`config.mk`:
```
export PLATFORM = sky130hd
export DESIGN_NAME = lsu_mem_if
export DESIGN_NICKNAME = d
export VERILOG_FILES = /design/src/rtl/lsu_mem_if.sv
export SDC_FILE = /design/constraint.sdc
export NUM_CORES = 1
export LEC_CHECK = 0
export ABC_AREA = 0
export BUFFER_PORTS_ARGS = -buffer_cell sky130_fd_sc_hd__buf_2
export CELL_PAD_IN_SITES_DETAIL_PLACEMENT = 0
export CELL_PAD_IN_SITES_GLOBAL_PLACEMENT = 1
export CORE_ASPECT_RATIO = 0.9
export CORE_MARGIN = 4
export CORE_UTILIZATION = 30
export CTS_BUF_LIST = sky130_fd_sc_hd__clkbuf_4 sky130_fd_sc_hd__clkbuf_8
export DETAILED_ROUTE_END_ITERATION = 8
export PLACE_DENSITY_LB_ADDON = 0.1
export REMOVE_ABC_BUFFERS = 1
export SYNTH_ARGS = -nofsm -noshare
export SYNTH_HDL_FRONTEND = slang
export SYNTH_SLANG_ARGS = --single-unit
```
`constraint.sdc`:
```
create_clock -name clk -period 5.2 [get_ports clk]
set_input_delay 0.78 -clock clk [delete_from_list [all_inputs] [get_ports clk]]
set_output_delay 0.78 -clock clk [all_outputs]
set_load 0.03 [all_outputs]
```
`src/rtl/lsu_mem_if.sv`:
```
// rtl/lsu_mem_if.sv - load/store unit bridging execute stage to a req/gnt/rvalid data memory
module lsu_mem_if #(
    parameter int ADDR_W = 32,
    parameter int DATA_W = 32
) (
    input  logic              clk,
    input  logic              rst,
    input  logic              req_valid_i,
    output logic              req_ready_o,
    input  logic              we_i,
    input  logic [2:0]        funct3_i,
    input  logic [ADDR_W-1:0] addr_i,
    input  logic [DATA_W-1:0] wdata_i,
    output logic [DATA_W-1:0] rd_data_o,
    output logic              rd_valid_o,
    output logic              misalign_o,
    output logic              stall_o,
    output logic              data_req_o,
    input  logic              data_gnt_i,
    input  logic              data_rvalid_i,
    output logic [ADDR_W-1:0] data_addr_o,
    output logic              data_we_o,
    output logic [3:0]        data_be_o,
    output logic [DATA_W-1:0] data_wdata_o,
    input  logic [DATA_W-1:0] data_rdata_i
);

    typedef enum logic [1:0] {
        S_IDLE = 2'd0,
        S_REQ  = 2'd1,
        S_RESP = 2'd2
    } state_t;

    localparam logic [2:0] F3_B  = 3'b000;
    localparam logic [2:0] F3_H  = 3'b001;
    localparam logic [2:0] F3_W  = 3'b010;
    localparam logic [2:0] F3_BU = 3'b100;
    localparam logic [2:0] F3_HU = 3'b101;

    state_t            state_q;
    logic [ADDR_W-1:0] addr_q;
    logic [3:0]        be_q;
    logic [DATA_W-1:0] wdata_q;
    logic              we_q;
    logic [2:0]        funct3_q;
    logic [1:0]        off_q;
    logic              misalign_q;
    logic [DATA_W-1:0] rd_data_q;

    logic              handshake;
    logic              bad_d;
    logic [3:0]        be_d;
    logic [DATA_W-1:0] wdata_d;
    logic [7:0]        byte_sel;
    logic [15:0]       half_sel;
    logic [DATA_W-1:0] load_data;
    logic              resp_done;

    assign handshake = req_valid_i && (state_q == S_IDLE);
    assign resp_done = (state_q == S_RESP) && data_rvalid_i;

    // Request decode: legality, lane enables and lane-replicated store data
    always_comb begin
        bad_d   = 1'b0;
        be_d    = 4'b0000;
        wdata_d = wdata_i;
        case (funct3_i)
            F3_B, F3_BU: begin
                be_d    = 4'b0001 << addr_i[1:0];
                wdata_d = {4{wdata_i[7:0]}};
            end
            F3_H, F3_HU: begin
                bad_d   = addr_i[0];
                be_d    = 4'b0011 << addr_i[1:0];
                wdata_d = {2{wdata_i[15:0]}};
            end
            F3_W: begin
                bad_d   = (addr_i[1:0] != 2'b00);
                be_d    = 4'b1111;
            end
            default: bad_d = 1'b1;
        endcase
    end

    // Load extraction from the raw word using the latched offset and width
    always_comb begin
        byte_sel = data_rdata_i[7:0];
        case (off_q)
            2'd0: byte_sel = data_rdata_i[7:0];
            2'd1: byte_sel = data_rdata_i[15:8];
            2'd2: byte_sel = data_rdata_i[23:16];
            2'd3: byte_sel = data_rdata_i[31:24];
            default: byte_sel = data_rdata_i[7:0];
        endcase
        half_sel = off_q[1] ? data_rdata_i[31:16] : data_rdata_i[15:0];
        case (funct3_q)
            F3_B:    load_data = {{24{byte_sel[7]}}, byte_sel};
            F3_BU:   load_data = {24'd0, byte_sel};
            F3_H:    load_data = {{16{half_sel[15]}}, half_sel};
            F3_HU:   load_data = {16'd0, half_sel};
            default: load_data = data_rdata_i;
        endcase
    end

    // Transaction FSM and all registered bus/status state
    always_ff @(posedge clk) begin
        if (rst) begin
            state_q    <= S_IDLE;
            addr_q     <= '0;
            be_q       <= 4'b0000;
            wdata_q    <= '0;
            we_q       <= 1'b0;
            funct3_q   <= 3'b000;
            off_q      <= 2'b00;
            misalign_q <= 1'b0;
            rd_data_q  <= '0;
        end else begin
            misalign_q <= 1'b0;
            case (state_q)
                S_IDLE: begin
                    if (handshake) begin
                        if (bad_d) begin
                            misalign_q <= 1'b1;
                        end else begin
                            addr_q   <= {addr_i[ADDR_W-1:2], 2'b00};
                            be_q     <= be_d;
                            wdata_q  <= wdata_d;
                            we_q     <= we_i;
                            funct3_q <= funct3_i;
                            off_q    <= addr_i[1:0];
                            state_q  <= S_REQ;
                        end
                    end
                end
                S_REQ: begin
                    // An rvalid coinciding with the grant is not a response to us yet
                    if (data_gnt_i) begin
                        state_q <= S_RESP;
                    end
                end
                S_RESP: begin
                    if (data_rvalid_i) begin
                        if (!we_q) begin
                            rd_data_q <= load_data;
                        end
                        state_q <= S_IDLE;
                    end
                end
                default: state_q <= S_IDLE;
            endcase
        end
    end

    assign req_ready_o  = (state_q == S_IDLE);
    assign stall_o      = (state_q != S_IDLE);
    assign data_req_o   = (state_q == S_REQ);
    assign data_addr_o  = addr_q;
    assign data_be_o    = be_q;
    assign data_we_o    = we_q;
    assign data_wdata_o = wdata_q;
    assign misalign_o   = misalign_q;
    assign rd_valid_o   = resp_done;
    // Load result is visible in the rvalid cycle; the register keeps it afterwards
    assign rd_data_o    = (resp_done && !we_q) ? load_data : rd_data_q;

endmodule

```
==> metrics.md, run 1 <==
| Metric | Value |
|---|---|
| CP peak stage delay | `0.71 ns` |
| CP top delay family | `compound AO/OA/AOI/OAI gates` |
| Critical path type | `primary input to primary output` |
| Synth Register Bits | `107` |
| DR vias | `4,801` |
| Post-synth EDFFs | `0` |
| Hold path cells | `2` |
| Grt ovf | `0` |
| Crit path cell chain | `buf_2, nand4bb_1, a211o_1, o221a_2, buf_2` |
| IO Pins | `211` |
| 1st-iter DRT viols | `228` |
| Max Cap Viol | `0` |
| Buf/Inv on CP | `2` |
| Yosys top cell area share | `44.8%` |
| Postcts setup bufs | `0` |
| Crit path time final | `3.53 ns` |
| Status | `complete, no violations` |
| # DRC | `0` |
| Worst slew pin tran | `1.02 ns` |
| Worst skew pair latency | `0.38 ns` |
| Levels on crit path | `5` |
| Share of cells above drive strength 1 | `30.8%` |
| Syn_area_per_cell | `7.89 sq um` |
| Sequential area share after synthesis | `44.8%` |
| Primary FF master, synth | `dfxtp_1` |
| CTS H-tree depth | `3` |
| GRT Util Overall | `16.7%` |
| WP data arrival | `2.75 ns` |
| Die height | `128 um` |
| Hold Vio Cnt, Final | `0` |
| Area Growth Syn to Fin | `28.6%` |
| Type of origin of the critical path | `primary input` |
| Required time worst endpoint | `4.42 ns` |
| Remaining antenna violation count | `0` |
| Standard-cell rows | `43` |
| Hold WC Path Type | `flop to flop` |
| Largest net degree at the start of global routing | `89` |
| Register Area | `0.00214 sq mm` |
| Place WS | `1.65 ns` |
| Multi-input logic area | `0.00240 sq mm` |
| Vias in the first global route | `4,780` |
| Ys async rst share | `0%` |
| Starting Density | `30.8%` |
| CORE AREA | `0.0155 sq mm` |
| Routed WL | `15.5 mm` |
| Synth cell types | `34` |
| Final Core Density | `39.7%` |
| N_diodes | `0` |
| Hold-fix buffers at CTS | `0` |
| First-pass GRT wire length | `24.5 mm` |
| Setup TNS | `0 ns` |
| Full die area | `0.0180 sq mm` |
| Crit. End Element | `primary output` |
| Worst reg2reg path depth | `4` |
| Vias/cell | `4.86` |
| Fin worst setup slack | `1.67 ns` |
| Final Cycle Share | `68.0%` |
| Count leader, synth | `nand2_1` |
| IO buf count | `208` |
| # setup viols final | `0` |
| Longest Clk Path Bufs | `2` |
| Cts bufs inserted | `9` |
| Die extent in x | `141 um` |
| CTS-repair resized insts | `0` |
| Syn Inst Count | `606` |
| Top post-synthesis cells by area | `dfxtp_1, nand2_1, a21oi_1, mux2i_1, nor2_1` |
| Routed len/inst | `15.7 um` |
| Initial antenna violation count | `1` |
| Most common cell on crit path | `buf_2` |
| Layout Skew | `0.00777 ns` |
| Yosys top cell by area | `dfxtp_1` |
| Maximum clock rate | `0.283 GHz` |
| First-pass iteration count of the detailed router | `4` |
| GP Congestion | `0.760` |
| P per Cell Area | `298 mW/mm^2` |
| CTS root buf | `clkbuf_8` |
| Clock slew at reported path FFs | `0.10 ns` |
| Mapped Area | `0.00478 sq mm` |
| Slowest library cell on the worst path | `nand4bb_1` |
| Clock sinks | `107` |
| Hpwl dp | `10.6 mm` |
| Crit-path max FO | `18` |
| Unrepaired setup endpoints after global routing | `no` |
| Synth cell count leaders | `nand2_1, dfxtp_1, a21oi_1` |
| CTS tree | `yes` |
| Synthesis Warnings | `0` |
| Peak VDD IR | `0.000180 V` |
| Leakage power | `2.72 nW` |
| Slew headroom | `31.7%` |
| Fill count | `1,644` |
| Final slew viol count | `0` |
| Final #Nets | `886` |
[flip-flops by register name, indices dropped and copies added (netlist names)]
register,count
funct3_q,3
data_we_o,1
off_q,2
data_wdata_o,32
data_be_o,4
data_addr_o,30
rd_data_q,32
state_q,2
misalign_o,1
[metrics by stage]
stage	total power [mW]	std cells	hold slack [ns]	area [sq um]
after floorplan	1.08	556	0.433	4540
after global placement	1.23	972	0.440	5900
after detailed placement	1.23	972	0.443	5900
after CTS	1.86	988	0.458	6150
after global routing	1.93	988	0.483	6150
final	1.83	988	0.455	6150
[placed cells by master (no fill, tap or decap), types with 7 or more instances in the layout]
master | Yosys | layout
o221a_2 | 7 | 7
a311oi_1 | 8 | 8
or3_1 | 7 | 7
mux2i_1 | 33 | 33
buf_4 | 5 | 7
a211oi_1 | 26 | 26
o21ai_0 | 16 | 16
buf_2 | 23 | 207
nor2_1 | 64 | 64
a21oi_1 | 77 | 76
nor3_1 | 15 | 15
clkbuf_8 | 0 | 10
nor2b_1 | 10 | 10
dfxtp_1 | 107 | 107
nand2_1 | 148 | 148
[worst paths after layout]
kind | slack [ns] | startpoint | endpoint
min reg2reg | 0.45 | data_addr_o[22] | data_addr_o[22]
min | 0.45 | data_addr_o[22] | data_addr_o[22]
max reg2reg | 2.77 | state_q[0] | rd_data_q[9]
max | 1.67 | data_rvalid_i | rd_data_o[12]
[area by class of cell]
class / count / area share, %
tap: 202 / 4.11
timing repair buffer: 214 / 17.7
sequential: 107 / 34.8
clock buffer: 11 / 2.36
multi-input combinational: 445 / 39.1
clock inverter: 5 / 1.63
inverter: 4 / 0.244
[routing by layer]
layer | GRT usage [%] | routed length, um
met3 | 7.39 | 1420
met4 | 3.36 | 167
met2 | 26.9 | 7010
met5 | 0 | 7
met1 | 21.0 | 6900
[tightest hold or removal path: stages, from the launching register on]
cell and delay (ns):
dfxtp_1 0.32, nand2_1 0.05, a21oi_1 0.05
[report_power, final]
part | total [mW] | internal [mW] | switching, mW
combinational | 0.330 | 0.109 | 0.221
sequential | 0.877 | 0.856 | 0.0217
clock | 0.627 | 0.337 | 0.289
[kinds of logic after synthesis]
group / count (synthesis) / synth area share (%)
buffers and inverters: 55 / 5.31
multiplexers: 34 / 7.38
AND/OR/NAND/NOR: 260 / 22.9
flip-flops: 107 / 44.8
other: 1 / 0.0785
AO/OA/AOI/OAI: 149 / 19.6
No activity file was read; power rests on OpenSTA's default activity.
==> inputs of run 2 (changes only) <==
==> constraint.sdc (replaced) <==
create_clock -name clk -period 3.3 [get_ports clk]
set_input_delay 0.495 -clock clk [delete_from_list [all_inputs] [get_ports clk]]
set_output_delay 0.495 -clock clk [all_outputs]
set_load 0.03 [all_outputs]
==> metrics.md, run 2 (synthesized netlist as in run 1, its figures left out) <==
| Metric | Value |
|---|---|
| Status | `complete, no violations` |
| Cts bufs inserted | `9` |
| Maximum clock rate | `0.338 GHz` |
| Buf/Inv on CP | `1` |
| First-pass GRT wire length | `24.7 mm` |
| CORE AREA | `0.0155 sq mm` |
| Register Area | `0.00214 sq mm` |
| Type of origin of the critical path | `flop` |
| GP Congestion | `0.846` |
| Most common cell after layout, fill and taps aside | `buf_2` |
| P per Cell Area | `448 mW/mm^2` |
| Peak VDD IR | `0.000208 V` |
| Logic pwr share | `19.2%` |
| Worst slew pin tran | `0.838 ns` |
| Clk network pwr share | `31.1%` |
| Critical path type | `flop to primary output` |
| Sw power | `0.870 mW` |
| WP data arrival | `2.46 ns` |
| Die extent in x | `141 um` |
| Met1 usage | `20.6%` |
| Standard-cell rows | `43` |
| N_diodes | `0` |
| Fin worst setup slack | `0.346 ns` |
| CTS H-tree depth | `3` |
| CTS-repair resized insts | `0` |
| Unrepaired setup endpoints after global routing | `no` |
| Reg power frac | `49.7%` |
| Vias in the first global route | `4,861` |
| # DRC | `0` |
| # setup viols final | `0` |
| Crit path time final | `2.95 ns` |
| CP peak stage delay | `0.59 ns` |
| Longest Clk Path Bufs | `2` |
| Most frequent cells in the layout | `buf_2, nand2_1, dfxtp_1, a21oi_1, nor2_1` |
| Share of cells above drive strength 1 | `31.3%` |
| Crit path cell chain | `mux4_2, a211o_1, o221a_2, buf_2` |
| CP top delay family | `compound AO/OA/AOI/OAI gates` |
| Sw Share | `31.3%` |
| IO buf count | `208` |
| Slew headroom | `44.2%` |
| Clock sinks | `107` |
| CTS root buf | `clkbuf_8` |
| IO Pins | `211` |
| Postcts setup bufs | `0` |
| Worst skew pair latency | `0.39 ns` |
| Starting Density | `30.8%` |
| P_int | `1.91 mW` |
| CTS tree | `yes` |
| Max Cap Viol | `0` |
| Crit. End Element | `primary output` |
| Busiest grt layer | `met2` |
| Layout Skew | `0.0140 ns` |
| Final Cycle Share | `89.5%` |
| M2 GR Usage | `28.4%` |
| Die height | `128 um` |
| Final slew viol count | `0` |
| Initial antenna violation count | `2` |
| Multi-input logic area | `0.00240 sq mm` |
| Setup TNS | `0 ns` |
| Final #Nets | `892` |
| Largest net degree at the start of global routing | `75` |
| Full die area | `0.0180 sq mm` |
| Crit-path max FO | `10` |
| Leakage power | `2.74 nW` |
| Hold WC Path Type | `primary input to flop` |
| Fill count | `1,698` |
| 1st-iter DRT viols | `234` |
| Grt ovf | `0` |
| Routed len/inst | `15.8 um` |
| Met3 usage | `6.56%` |
| Routed WL | `15.7 mm` |
| Vias/cell | `4.93` |
| Slowest library cell on the worst path | `dfxtp_1` |
| Required time worst endpoint | `2.80 ns` |
| Hold-fix buffers at CTS | `0` |
| Remaining antenna violation count | `0` |
| GRT Util Overall | `17.0%` |
| DR vias | `4,903` |
| Clock slew at reported path FFs | `0.11 ns` |
| Hold Vio Cnt, Final | `0` |
| Final Core Density | `40.0%` |
| Hpwl dp | `11.0 mm` |
| Place WS | `0.768 ns` |
| Area Growth Syn to Fin | `29.6%` |
| First-pass iteration count of the detailed router | `4` |
## run 2: power by group through the flow
stage	Combinational, mW	Sequential, mW	Clock [mW]
floorplan	0.204	1.50	0
global placement	0.534	1.41	0
detailed placement	0.538	1.41	0
CTS	0.539	1.38	0.914
global route	0.587	1.39	0.957
finish	0.532	1.38	0.865
## run 2: final timing paths
check                    from                to  slack (ns)  cells past startpoint
max                  off_q[1]     rd_data_o[12]        0.35                      4
min                addr_i[14]   data_addr_o[14]        0.33                      3
max reg2reg          off_q[1]     rd_data_q[12]        1.14                      4
min reg2reg  data_wdata_o[30]  data_wdata_o[30]        0.46                      2
## run 2: layer usage
metal	wire, um	vias to the layer above
met1	6810	2272
met4	182	4
li1	-	2453
met3	1420	16
met2	7230	158
met5	23	-
## run 2: layout make-up
class / count / share of cell area [%]
Clock buffer: 10 / 2.22
Multi-Input combinational cell: 445 / 38.8
Inverter: 4 / 0.242
Tap cell: 202 / 4.08
Timing Repair Buffer: 220 / 18.9
Clock inverter: 6 / 1.17
Sequential cell: 107 / 34.6
## run 2: worst reg2reg max path, stage by stage (launching register included)
cell and delay, ns:
dfxtp_1 0.59, mux4_2 0.55, a211o_1 0.44, o221a_2 0.31, nor2b_1 0.13
## run 2: metrics by stage
| stage | instances | power [mW] | cell area, sq um | hold WS (ns) |
|---|---|---|---|---|
| final | 994 | 2.78 | 6200 | 0.327 |
| after global routing | 994 | 2.93 | 6200 | 0.293 |
| after CTS | 994 | 2.84 | 6200 | 0.295 |
| after detailed placement | 978 | 1.95 | 5990 | 0.443 |
| after global placement | 978 | 1.94 | 5990 | 0.439 |
| after floorplan | 556 | 1.71 | 4540 | 0.433 |
